`config.mk`:
```
export PLATFORM = sky130hd
export DESIGN_NAME = fetch_line_unit
export DESIGN_NICKNAME = d
export VERILOG_FILES = /design/src/rtl/fetch_pkg.sv /design/src/rtl/fetch_line_buffer.sv /design/src/rtl/fetch_line_unit.sv
export SDC_FILE = /design/constraint.sdc
export NUM_CORES = 1
export LEC_CHECK = 0
export CAP_MARGIN = 20
export CORE_MARGIN = 4
export CORE_UTILIZATION = 56
export CTS_CLUSTER_DIAMETER = 30
export DETAILED_ROUTE_END_ITERATION = 8
export PLACE_DENSITY = 0.79
export REMOVE_ABC_BUFFERS = 1
export SKIP_LAST_GASP = 1
export SLEW_MARGIN = 20
export SYNTH_ARGS = -nofsm -noshare
export SYNTH_HDL_FRONTEND = slang
export SYNTH_SLANG_ARGS = --single-unit
export TNS_END_PERCENT = 50
```
`constraint.sdc`:
```
create_clock -name clk -period 6.4 [get_ports clk]
set_input_delay 1.28 -clock clk [delete_from_list [all_inputs] [get_ports clk]]
set_output_delay 1.28 -clock clk [all_outputs]
set_load 0.02 [all_outputs]
```
`src/rtl/fetch_pkg.sv`:
```
// Shared types and derived-size helpers for the line-buffered instruction fetcher.
package fetch_pkg;

  typedef enum logic [1:0] {
    ST_RUN   = 2'd0,
    ST_AR    = 2'd1,
    ST_DATA  = 2'd2,
    ST_DRAIN = 2'd3
  } fetch_state_e;

  localparam logic [1:0] AXI_BURST_INCR = 2'b01;

  // Byte-offset width of one line (LINE_BEATS beats of DATA_W bits).
  function automatic int unsigned line_off_f(input int unsigned beats, input int unsigned data_w);
    return $clog2(beats * data_w / 8);
  endfunction

  function automatic logic [2:0] arsize_f(input int unsigned data_w);
    return 3'($clog2(data_w / 8));
  endfunction

endpackage

```
`src/rtl/fetch_line_buffer.sv`:
```
// One-line instruction store: beat-granular write port, instruction-granular read mux.
module fetch_line_buffer #(
  parameter int unsigned DATA_W     = 64,
  parameter int unsigned INSN_W     = 32,
  parameter int unsigned LINE_BEATS = 8,
  parameter int unsigned BEAT_W     = $clog2(LINE_BEATS),
  parameter int unsigned WORD_W     = $clog2(LINE_BEATS * DATA_W / INSN_W)
) (
  input  logic              clk,
  input  logic              wr_en_i,
  input  logic [BEAT_W-1:0] wr_idx_i,
  input  logic [DATA_W-1:0] wr_data_i,
  input  logic [WORD_W-1:0] rd_word_i,
  output logic [INSN_W-1:0] rd_insn_o
);

  localparam int unsigned WPB = DATA_W / INSN_W;

  logic [DATA_W-1:0] mem_q [LINE_BEATS];
  logic [BEAT_W-1:0] rd_beat;
  logic [DATA_W-1:0] rd_data;
  int unsigned       rd_sub;

  // Storage holds data only; validity is tracked by the owner.
  always_ff @(posedge clk) begin
    if (wr_en_i) begin
      mem_q[wr_idx_i] <= wr_data_i;
    end
  end

  // Lower instruction address sits in the lower bits of a beat.
  always_comb begin
    rd_beat   = BEAT_W'(rd_word_i / WORD_W'(WPB));
    rd_sub    = 32'(rd_word_i % WORD_W'(WPB));
    rd_data   = mem_q[rd_beat];
    rd_insn_o = INSN_W'(rd_data >> (rd_sub * INSN_W));
  end

endmodule

```
`src/rtl/fetch_line_unit.sv`:
```
// Fetch PC owner with a one-line buffer refilled by AXI INCR bursts; redirects drain in-flight fills.
// Optional build macro FETCH_PERF_EN adds saturating hit/miss/redirect counters.
module fetch_line_unit
  import fetch_pkg::*;
#(
  parameter int unsigned       ADDR_W     = 64,
  parameter int unsigned       DATA_W     = 64,
  parameter int unsigned       INSN_W     = 32,
  parameter int unsigned       LINE_BEATS = 8,
  parameter logic [ADDR_W-1:0] RESET_PC   = ADDR_W'(64'h0)
) (
`ifdef FETCH_PERF_EN
  output logic [31:0]       hit_cnt,
  output logic [31:0]       miss_cnt,
  output logic [31:0]       redirect_cnt,
`endif
  input  logic              clk,
  input  logic              reset,
  input  logic              fetch_enable,
  input  logic              redirect_valid,
  input  logic [ADDR_W-1:0] redirect_pc,
  output logic              out_valid,
  input  logic              out_ready,
  output logic [INSN_W-1:0] out_insn,
  output logic [ADDR_W-1:0] out_pc,
  output logic              busy,
  output logic              m_axi_arvalid,
  input  logic              m_axi_arready,
  output logic [ADDR_W-1:0] m_axi_araddr,
  output logic [7:0]        m_axi_arlen,
  output logic [2:0]        m_axi_arsize,
  output logic [1:0]        m_axi_arburst,
  input  logic              m_axi_rvalid,
  output logic              m_axi_rready,
  input  logic [DATA_W-1:0] m_axi_rdata,
  input  logic              m_axi_rlast
);

  localparam int unsigned LINE_OFF = line_off_f(LINE_BEATS, DATA_W);
  localparam int unsigned WORD_W   = LINE_OFF - 2;
  localparam int unsigned BEAT_W   = $clog2(LINE_BEATS);
  localparam int unsigned TAG_W    = ADDR_W - LINE_OFF;

  fetch_state_e      state_q, state_d;
  logic [ADDR_W-1:0] pc_q, pc_d;
  logic [ADDR_W-1:0] araddr_q, araddr_d;
  logic              line_valid_q, line_valid_d;
  logic              redir_pend_q, redir_pend_d;
  logic [BEAT_W-1:0] beat_cnt_q, beat_cnt_d;

  logic [TAG_W-1:0]  pc_tag;
  logic              hit;
  logic              out_valid_c;
  logic              out_fire;
  logic              buf_we;
  logic [INSN_W-1:0] buf_insn;

  // The buffered line's tag is the address of the last issued AR.
  assign pc_tag      = pc_q[ADDR_W-1:LINE_OFF];
  assign hit         = line_valid_q && (pc_tag == araddr_q[ADDR_W-1:LINE_OFF]);
  assign out_valid_c = (state_q == ST_RUN) && hit && fetch_enable && !redirect_valid;
  assign out_fire    = out_valid_c && out_ready;

  assign out_valid     = out_valid_c;
  assign out_pc        = out_valid_c ? pc_q : '0;
  assign out_insn      = out_valid_c ? buf_insn : '0;
  assign busy          = (state_q != ST_RUN);
  assign m_axi_arvalid = (state_q == ST_AR);
  assign m_axi_araddr  = araddr_q;
  assign m_axi_rready  = (state_q == ST_DATA) || (state_q == ST_DRAIN);
  assign m_axi_arlen   = 8'(LINE_BEATS - 1);
  assign m_axi_arsize  = arsize_f(DATA_W);
  assign m_axi_arburst = AXI_BURST_INCR;

  always_ff @(posedge clk or negedge reset) begin
    if (!reset) begin
      state_q      <= ST_RUN;
      pc_q         <= RESET_PC;
      araddr_q     <= '0;
      line_valid_q <= 1'b0;
      redir_pend_q <= 1'b0;
      beat_cnt_q   <= '0;
    end else begin
      state_q      <= state_d;
      pc_q         <= pc_d;
      araddr_q     <= araddr_d;
      line_valid_q <= line_valid_d;
      redir_pend_q <= redir_pend_d;
      beat_cnt_q   <= beat_cnt_d;
    end
  end

  // Redirect updates the PC in every state; the state machine only decides the fill fate.
  always_comb begin
    state_d      = state_q;
    pc_d         = pc_q;
    araddr_d     = araddr_q;
    line_valid_d = line_valid_q;
    redir_pend_d = redir_pend_q;
    beat_cnt_d   = beat_cnt_q;
    buf_we       = 1'b0;

    if (redirect_valid) begin
      pc_d = redirect_pc & ~ADDR_W'(3);
    end

    unique case (state_q)
      ST_RUN: begin
        if (!redirect_valid && fetch_enable) begin
          if (hit) begin
            if (out_ready) begin
              pc_d = pc_q + ADDR_W'(4);
            end
          end else begin
            state_d      = ST_AR;
            araddr_d     = {pc_tag, {LINE_OFF{1'b0}}};
            line_valid_d = 1'b0;
          end
        end
      end
      ST_AR: begin
        if (redirect_valid) begin
          redir_pend_d = 1'b1;
        end
        if (m_axi_arready) begin
          state_d      = (redirect_valid || redir_pend_q) ? ST_DRAIN : ST_DATA;
          redir_pend_d = 1'b0;
        end
      end
      ST_DATA: begin
        if (m_axi_rvalid) begin
          buf_we     = 1'b1;
          beat_cnt_d = beat_cnt_q + BEAT_W'(1);
        end
        if (m_axi_rvalid && m_axi_rlast) begin
          state_d      = ST_RUN;
          beat_cnt_d   = '0;
          line_valid_d = !redirect_valid;
        end else if (redirect_valid) begin
          state_d    = ST_DRAIN;
          beat_cnt_d = '0;
        end
      end
      ST_DRAIN: begin
        if (m_axi_rvalid && m_axi_rlast) begin
          state_d = ST_RUN;
        end
      end
      default: state_d = ST_RUN;
    endcase
  end

  fetch_line_buffer #(
    .DATA_W    (DATA_W),
    .INSN_W    (INSN_W),
    .LINE_BEATS(LINE_BEATS),
    .BEAT_W    (BEAT_W),
    .WORD_W    (WORD_W)
  ) u_buf (
    .clk      (clk),
    .wr_en_i  (buf_we),
    .wr_idx_i (beat_cnt_q),
    .wr_data_i(m_axi_rdata),
    .rd_word_i(pc_q[LINE_OFF-1:2]),
    .rd_insn_o(buf_insn)
  );

`ifdef FETCH_PERF_EN
  always_ff @(posedge clk or negedge reset) begin
    if (!reset) begin
      hit_cnt      <= '0;
      miss_cnt     <= '0;
      redirect_cnt <= '0;
    end else begin
      if (out_fire && (hit_cnt != '1)) begin
        hit_cnt <= hit_cnt + 32'd1;
      end
      if (m_axi_arvalid && m_axi_arready && (miss_cnt != '1)) begin
        miss_cnt <= miss_cnt + 32'd1;
      end
      if (redirect_valid && (redirect_cnt != '1)) begin
        redirect_cnt <= redirect_cnt + 32'd1;
      end
    end
  end
`else
  logic unused_fire;
  assign unused_fire = out_fire;
`endif

endmodule

```
==> impl_metrics.json <==
{
  "fin_setup_tns_ps": 0,
  "hold_path_end": "pc_q[0]",
  "fin_cells": 2754,
  "boundaryPins": 313,
  "dr.max_layer_used": "met4",
  "layout_setup_ws_ps": 431,
  "die_height_um": 230,
  "drive_above_1_share": 0.226,
  "synthesis.area_per_instance_um2": 16.7,
  "hold-worst-slack_ps": 509,
  "fmax_mhz": 168,
  "worst_clock_skew_ps": 49.0,
  "setup_buffers_after_cts": 0,
  "synth_unique_cells": 73,
  "met3_length_um": 7020,
  "placedCellCount": 2529,
  "postCtsResizedCells": 0,
  "post-route-min-period_ps": 5970,
  "grt_max_degree": 72,
  "dieWidth_um": 230,
  "ys_ff_latch": 641,
  "post_drt_via_cell_ratio": 6.29,
  "placement_rows": 80,
  "required_ps": 5120,
  "post-layout-total-power_uw": 13500,
  "worstHoldStart": "pc_q[0]",
  "cts_tree": "done",
  "core-area_um2": 48100,
  "post_placement_setup_slack_ps": 1230,
  "synth.yosys.warnings": 0,
  "nets": 2129,
  "overall_global_routing_resource_usage": 0.295,
  "areaGrowthSynthToFinish_pct": 27.5,
  "grt_pass1_wl_um": 117000,
  "worst_ep_arrival_time_ps": 4690,
  "drv.max_cap_violation_count": 0,
  "drt.antenna.violating_nets": 0,
  "cts.sink_count": 641,
  "min_delay_path_depth": 1,
  "synth_cells": 1646,
  "dr_wl_met2_um": 39500,
  "synthesis.area_um2": 27500,
  "worstMarginPinSlew_ps": 958,
  "die-area_um2": 52700,
  "cts_htree_levels": 3,
  "synth-edff-count": 512,
  "rrSetupSlack_ps": 2620,
  "tritoncts.num_buffers": 116,
  "worst-setup-path-type": "reg -> out",
  "worstReg2RegStart": "pc_q[42]",
  "cts_max_path_buffers": 3,
  "clock-root-buffer": "sky130_fd_sc_hd__clkbuf_16",
  "seq_area_frac_synth": 0.677,
  "route.vias.total": 17326,
  "static-leakage-power_uw": 0.0121,
  "n_fill_cell": 2899,
  "floorplan.initialDensity": 0.571,
  "first_global_vias": 17779,
  "rsz_0062_raised_after_global_routing": "no",
  "crit_path_start_kind": "flop",
  "drt_first_pass_iters": 6,
  "timing.final.crit_share": 0.933,
  "ys.flop_type": "sky130_fd_sc_hd__edfxtp_1",
  "min_path_type": "reg -> reg",
  "routabilityCongestion": 1.02,
  "hold_buffers": 0,
  "slew-limit-headroom": 0.360,
  "post_drt_wl_per_cell_um": 28.2,
  "cellPowerDensity_nw_per_um2": 386,
  "cts.reportedPaths.clkPinSlew_ps": 50,
  "detailed_place_hpwl_um": 45300,
  "run_status": "finished, final reports clean",
  "timing.final.max_slew_violations": 0,
  "clock_latency_ps": 680,
  "worst-r2r-cell-count": 8,
  "final_hold_violation_count": 0,
  "worst-path-max-fanout": 44,
  "setup.worst_path.end_class": "primary output",
  "grt_antenna_before_repair": 4,
  "setup_viol_count_final": 0,
  "route.layer.met1.wl_um": 28200,
  "routed_wl_um": 77700,
  "detailedRoute.firstIterationViolations": 2188,
  "r2r-end": "m_axi_araddr[20]",
  "port_buffers": 291,
  "drc_errors": 0,
  "globalRouteOverflowTotal": 0,
  "irDropWorstVdd_mv": 0.283,
  "ffs_w_async_s_r_synth": 0.201
}
worst max path at each step:
stage | from | end | slack, ps | cells after the start
2_1_floorplan | pc_q[3] | pc_q[62] | -1330 | 8
3_3_place_gp | pc_q[9] | out_pc[15] | 1270 | 9
3_5_place_dp | pc_q[9] | out_pc[15] | 1230 | 9
4_1_cts | pc_q[42] | out_insn[18] | 520 | 9
5_1_grt | pc_q[9] | out_pc[27] | 280 | 9
6_report | pc_q[42] | out_pc[27] | 430 | 9
logic make-up (layout without fill, tap and decap cells):
logic type	Yosys count	count (layout)	synth area share
compound gates	173	173	0.0447
xor+xnor	50	50	0.0162
fa+ha+maj	2	2	0.000910
buf+inv	151	581	0.0275
flops	641	641	0.677
mux	204	204	0.149
other cells	2	24	0.000273
simple gates	423	423	0.0845
state kept, by name, indices dropped and copies added (netlist names):
signal and cells:
pc_q 64, m_axi_araddr 58, beat_cnt_q 3, redir_pend_q 1, line_valid_q 1, u_buf.mem_q 512, state_q 2
where the power goes:
| group | switching, uW | total (uW) | leakage, uW | internal, uW |
|---|---|---|---|---|
| registers | 425 | 5310 | 0.00610 | 4880 |
| logic | 1110 | 2100 | 0.00414 | 990 |
| clock network | 2210 | 6130 | 0.00190 | 3920 |
worst max-delay path: stages, from the launching register on:
cell and delay (ps):
sky130_fd_sc_hd__dfrtp_1 490, sky130_fd_sc_hd__xnor2_1 360, sky130_fd_sc_hd__nand4_1 210, sky130_fd_sc_hd__or4_1 630
sky130_fd_sc_hd__nor4_2 290, sky130_fd_sc_hd__buf_4 250, sky130_fd_sc_hd__and3_2 450, sky130_fd_sc_hd__buf_4 450
sky130_fd_sc_hd__and2_1 240, sky130_fd_sc_hd__clkdlybuf4s50_1 630
cells in the mapped netlist (all sizes together), types with 3 or more instances:
| library cell | instances | share of area |
|---|---|---|
| nand3b | 3 | 0.00082 |
| inv | 33 | 0.0045 |
| or3 | 5 | 0.0011 |
| o211a | 5 | 0.0018 |
| a31oi | 4 | 0.00091 |
| clkbuf | 57 | 0.0078 |
| o21a | 13 | 0.0036 |
| a32oi | 7 | 0.0022 |
| nor4 | 14 | 0.0042 |
| mux2 | 43 | 0.018 |
| nand3 | 30 | 0.0055 |
| o21ba | 5 | 0.0018 |
| o21bai | 8 | 0.0022 |
| nand2 | 68 | 0.0094 |
| o32ai | 8 | 0.0025 |
| o22a | 3 | 0.00096 |
| xnor2 | 31 | 0.010 |
| dfrtp | 129 | 0.12 |
| nand4 | 30 | 0.0071 |
| nor3 | 32 | 0.0060 |
| and3 | 21 | 0.0048 |
| buf | 60 | 0.015 |
| o21ai | 26 | 0.0047 |
| or4 | 5 | 0.0014 |
| and4 | 7 | 0.0022 |
| edfxtp | 512 | 0.56 |
| nand2b | 17 | 0.0039 |
| a211oi | 10 | 0.0027 |
| nor2 | 64 | 0.0087 |
| a21o | 8 | 0.0022 |
| or2 | 5 | 0.0011 |
| a311oi | 14 | 0.0045 |
| and2 | 106 | 0.024 |
| nor2b | 11 | 0.0025 |
| mux4 | 160 | 0.13 |
| o22ai | 6 | 0.0014 |
| xor2 | 19 | 0.0061 |
| a221oi | 3 | 0.00096 |
| a21oi | 36 | 0.0067 |
layer usage:
metal  vias up  track usage
met2      1173        0.497
met1      8765        0.380
li1       7187            -
met4         0        0.104
met5         -            0
met3       201       0.0683
cell usage in the layout (no fill, tap or decap), drive strengths merged, types with 12 or more instances in the layout:
| master | synthesis | final |
|---|---|---|
| a21oi | 36 | 36 |
| a311oi | 14 | 14 |
| and2 | 106 | 106 |
| and3 | 21 | 21 |
| buf | 60 | 38 |
| bufinv | 0 | 12 |
| clkbuf | 57 | 134 |
| clkdlybuf4s50 | 0 | 289 |
| clkinv | 1 | 45 |
| clkinvlp | 0 | 19 |
| conb | 2 | 19 |
| dfrtp | 129 | 129 |
| edfxtp | 512 | 512 |
| inv | 33 | 44 |
| mux2 | 43 | 43 |
| mux4 | 160 | 160 |
| nand2 | 68 | 68 |
| nand2b | 17 | 17 |
| nand3 | 30 | 30 |
| nand4 | 30 | 30 |
| nor2 | 64 | 64 |
| nor3 | 32 | 32 |
| nor4 | 14 | 14 |
| o21a | 13 | 13 |
| o21ai | 26 | 26 |
| xnor2 | 31 | 31 |
| xor2 | 19 | 19 |
cell type report:
cell class                 instances  area, um2  share of cell area
multi-input combinational        871       8260               0.236
clock buffer                     134       3040              0.0868
timing repair buffer             327       3240              0.0925
clock inverter                    86        941              0.0268
inverter                          34        128             0.00364
tap                              656        821              0.0234
sequential                       641      18600               0.531
antenna                            5       12.5            0.000357
per-stage QoR:
step / utilization / area, um2
3_5_place_dp: 0.645 / 31100
6_report: 0.728 / 35100
2_1_floorplan: - / 26900
3_3_place_gp: 0.645 / 31000
5_1_grt: 0.728 / 35000
4_1_cts: 0.728 / 35000
(Power assumes the default switching activity.)
